File: src/rtl/proc_ctrl_pkg.sv
// Shared types and default constants for the processor run sequencer.
// TopLevel and benches pick up the same defaults from here.
package proc_ctrl_pkg;

  typedef enum logic [2:0] {
    IDLE  = 3'd0,
    INIT  = 3'd1,
    RUN   = 3'd2,
    DONE  = 3'd3,
    FAULT = 3'd4
  } run_state_t;

  localparam int unsigned CYC_W_DEF    = 16;
  localparam int unsigned INIT_CYC_DEF = 2;
  localparam int unsigned TIMEOUT_DEF  = 1000;

endpackage

File: src/rtl/proc_run_ctrl.sv
// Run sequencer: start edge -> timed init pulse -> gated run phase, ended by
// core halt, host abort or the cycle watchdog.
module proc_run_ctrl
  import proc_ctrl_pkg::*;
#(
  parameter int unsigned CYC_W    = CYC_W_DEF,
  parameter int unsigned INIT_CYC = INIT_CYC_DEF,
  parameter int unsigned TIMEOUT  = TIMEOUT_DEF
) (
  input  logic             CLK,
  input  logic             RESETn,
  input  logic             start,
  input  logic             abort,
  input  logic             core_halt,
  output logic             core_init,
  output logic             core_run,
  output logic             busy,
  output logic             done,
  output logic             timeout,
  output logic [CYC_W-1:0] cycle_count
);

  localparam int unsigned IW = (INIT_CYC > 1) ? $clog2(INIT_CYC) : 1;
  localparam logic [IW-1:0]    INIT_LAST = IW'(INIT_CYC - 1);
  localparam logic [CYC_W-1:0] RUN_LAST  = CYC_W'(TIMEOUT - 1);

  run_state_t       state_q, state_d;
  logic             start_q;
  logic             start_rise;
  logic [IW-1:0]    init_cnt;
  logic             enter_init;

  assign start_rise = start & ~start_q;
  assign enter_init = (state_d == INIT) && (state_q != INIT);

  always_ff @(posedge CLK or negedge RESETn) begin
    if (!RESETn) begin
      state_q <= IDLE;
      start_q <= 1'b0;
    end else begin
      state_q <= state_d;
      start_q <= start;
    end
  end

  // abort is checked first in every state so it beats start, halt and timeout
  always_comb begin
    state_d = state_q;
    case (state_q)
      IDLE: begin
        if (abort)           state_d = IDLE;
        else if (start_rise) state_d = INIT;
      end
      INIT: begin
        if (abort)                       state_d = IDLE;
        else if (init_cnt == INIT_LAST)  state_d = RUN;
      end
      RUN: begin
        if (abort)                       state_d = IDLE;
        else if (core_halt)              state_d = DONE;
        else if (cycle_count == RUN_LAST) state_d = FAULT;
      end
      DONE, FAULT: begin
        if (abort)           state_d = IDLE;
        else if (start_rise) state_d = INIT;
      end
      default: state_d = IDLE;
    endcase
  end

  always_ff @(posedge CLK or negedge RESETn) begin
    if (!RESETn) begin
      init_cnt <= '0;
    end else if (enter_init) begin
      init_cnt <= '0;
    end else if (state_q == INIT && state_d == INIT) begin
      init_cnt <= init_cnt + 1'b1;
    end
  end

  // Counts every RUN cycle, including the exit cycle; RUN is left no later
  // than count TIMEOUT-1, so the value tops out at TIMEOUT and never wraps.
  always_ff @(posedge CLK or negedge RESETn) begin
    if (!RESETn) begin
      cycle_count <= '0;
    end else if (enter_init) begin
      cycle_count <= '0;
    end else if (state_q == RUN) begin
      cycle_count <= cycle_count + 1'b1;
    end
  end

  assign core_init = (state_q == INIT);
  assign core_run  = (state_q == RUN);
  assign busy      = (state_q == INIT) || (state_q == RUN);
  assign done      = (state_q == DONE);
  assign timeout   = (state_q == FAULT);

endmodule

File: config.mk
export PLATFORM = sky130hd
export DESIGN_NAME = proc_run_ctrl
export DESIGN_NICKNAME = d
export VERILOG_FILES = /design/src/rtl/proc_ctrl_pkg.sv /design/src/rtl/proc_run_ctrl.sv
export SDC_FILE = /design/constraint.sdc
export NUM_CORES = 1
export LEC_CHECK = 0
export CORE_MARGIN = 1
export CORE_UTILIZATION = 34
export DETAILED_ROUTE_END_ITERATION = 6
export PLACE_DENSITY_LB_ADDON = 0.12
export REMOVE_ABC_BUFFERS = 1
export SLEW_MARGIN = 20
export SYNTH_ARGS = -nofsm -noshare
export SYNTH_HDL_FRONTEND = slang
export SYNTH_SLANG_ARGS = --single-unit
File: constraint.sdc
create_clock -name CLK -period 4.1 [get_ports CLK]
set_input_delay 0.615 -clock CLK [delete_from_list [all_inputs] [get_ports CLK]]
set_output_delay 0.615 -clock CLK [all_outputs]
set_load 0.01 [all_outputs]
==> reports/results.ini <==
[pwr]
p_per_area_mw_per_mm2 = 360.2
ir_drop_mv = 0.1977
leakagePower_nw = 0.6126

[timing]
setup_tns_ns = 0
fin_skew_ns = 0.005804
slew_viol_final = 0
finalHoldViolations = 0
max_slew_margin_pct = 66.18
timing.final.crit_share_pct = 68.58
layout_min_cycle_time_ns = 2.812
worst_pin_slew_ns = 0.5072
setup_viol = 0
rsz0062_at_grt = no
fmax_mhz = 355.7

[run]
cap_violations = 0

[yosys]
postSynthAreaPerCell_um2 = 9.394
synth_seq_area_share_pct = 44.40
ys_seq_elements = 21
synth_cells = 126
synth_edf_count = 0
synth_top_area_share_pct = 44.40
yosysTopAreaCell = dfrtp_1
synth_ff_type = dfrtp_1
syn-cell-area_mm2 = 0.001184
synth_area_leaders = dfrtp_1 (44%), a21oi_1 (5.1%), a22oi_1 (3.8%)
yosysWarningCount = 0
synth_cell_type_count = 39
synthArstFlopShare_pct = 100.0

[layout]
seqCellArea_um2 = 525.5
fill_cells = 348
post-route-cell-area_mm2 = 0.001468
multiInputGateArea_um2 = 590.6
num_antenna_cells = 0
nets = 155
syn_to_final_growth_pct = 24.00
drive_above_1_share_pct = 4.730

[detailed_routing]
dr.first_iter.drc_count = 27
ant_nets = 0
drc_errors = 0
first_pass_iters = 2
totalWireLength_um = 2796
drt-wirelength-per-cell_um = 14.41
vias_per_cell = 5.361
vias = 1040

[clock_network]
root_buffer = clkbuf_4
cts_resized = 0
postCtsHoldBufs = 0
path_clk_slew_ns = 0.12
numClockSinks = 21
clockBufferDepth = 2
clock_latency_ns = 0.31
htreeDepth = 1
numCtsBuffers = 3
cts_tree = done
post_cts_buffers = 0

[global_route]
grt_usage_pct = 17.29
antenna_found_initial = 0
grt_first_pass_wirelength_um = 4629
grt_pass1_vias = 1021
grt_max_degree = 22
overflow = 0

[floorplanning]
coreArea_mm2 = 0.003337
die_area_mm2 = 0.003721
die_x_um = 61
initial_core_util_pct = 35.47
rows = 21
io_pins = 26
die_h_um = 61

[placed_design]
placed_area_mm2 = 0.001446
gp_congestion = 0.7925
hpwl_um = 1896
io_buffers = 25

[setup_path]
cp_max_fo = 18
rr_worst_depth = 4
critPathLaunchType = register
rrSetupSlack_ns = 1.93
critical_path_class = reg2out
crit_arrival_ns = 2.20
worst_setup_path_end_kind = primary output
r2r-start = state_q[1]
critical_path_required_ns = 3.48
r2r-end = cycle_count[15]

[outcome]
status = completed

[worst_hold_path]
hold_class = in2async

-- power by group --
group | leakage, nW | internal, mW | switching [mW] | total (mW)
logic | 0.312 | 0.0790 | 0.0824 | 0.161
clock network | 0.0150 | 0.0380 | 0.0656 | 0.104
registers | 0.286 | 0.231 | 0.0329 | 0.264
-- through the flow --
stage,total power [mW],util [%],setup slack (ns),hold slack (ns),cells
2_1_floorplan,0.3489,-,2.143,0.3194,118
3_3_place_gp,0.4290,43.34,1.663,0.4837,190
3_5_place_dp,0.4321,43.34,1.635,0.4913,190
4_1_cts,0.5390,44.13,1.271,0.5093,194
5_1_grt,0.5641,43.98,1.182,0.2739,194
6_report,0.5287,43.98,1.288,0.2526,194
-- Yosys cell counts (2+ instances only) --
cell	n
nor3_1	4
dfrtp_1	21
and2_1	3
xnor2_1	4
nor4_1	2
nor2b_1	2
xor2_1	5
nor2_1	4
or3_1	5
clkbuf_1	4
a211oi_1	2
buf_6	3
nand4_1	5
and3_1	2
a21oi_1	12
nand3_1	6
a22oi_1	6
a31oi_1	2
nand2_1	8
o21ai_0	5
inv_1	3
-- worst max-delay path, stage by stage (launching register included) --
cell and delay (ns):
dfrtp_1 0.52, or3b_2 0.68, inv_1 0.14, clkdlybuf4s50_1 0.54
-- placed cells by master, fill, tap and decap left out, drive strengths merged, types with 5 or more instances in the layout --
master and n:
a21oi 12, or3 5, a22oi 6, nand4 5
clkdlybuf4s50 24, dfrtp 21, nand3 6, o21ai 5
nand2 8, xor2 5
-- worst max path at each step --
stage / startpoint / endpoint / slack (ns) / depth (start not counted)
after floorplan: state_q[1] / cycle_count[15] / 2.14 / 4
after global placement: state_q[0] / core_init / 1.66 / 3
after detailed placement: state_q[0] / core_init / 1.64 / 3
after CTS: state_q[0] / core_init / 1.27 / 3
after global routing: state_q[0] / core_init / 1.18 / 3
final: state_q[0] / core_init / 1.29 / 3
-- layer usage --
layer  track usage [%]  vias up  routed length, um
met4             4.870        0                 23
met3             3.838        2                 87
met2             27.79       15               1319
li1                  -      505                  -
met1             23.47      518               1365
met5                 0        -                  0
-- flip-flops by register name, summed over array words and instances, names as in the netlist --
signal and flops:
cycle_count 16, state_q 3, init_cnt 1, start_q 1
-- cell type report --
class / count / area share [%]
Multi-Input combinational cell: 93 / 40.24
Sequential cell: 21 / 35.81
Tap cell: 46 / 3.922
Timing Repair Buffer: 26 / 17.22
Inverter: 4 / 1.023
Clock buffer: 4 / 1.790
-- kinds of logic (layout without fill, tap and decap cells) --
logic type / count (synthesis) / count (layout) / synth area share, %
AND/OR/NAND/NOR: 51 / 51 / 24.84
AO/OA/AOI/OAI: 31 / 31 / 16.49
flip-flops: 21 / 21 / 44.40
buffers and inverters: 12 / 34 / 5.707
XOR/XNOR: 9 / 9 / 6.659
adder cells (fa/ha/maj): 1 / 1 / 1.057
multiplexers: 1 / 1 / 0.8457
Note: power is estimated with default switching activity, not from simulation.
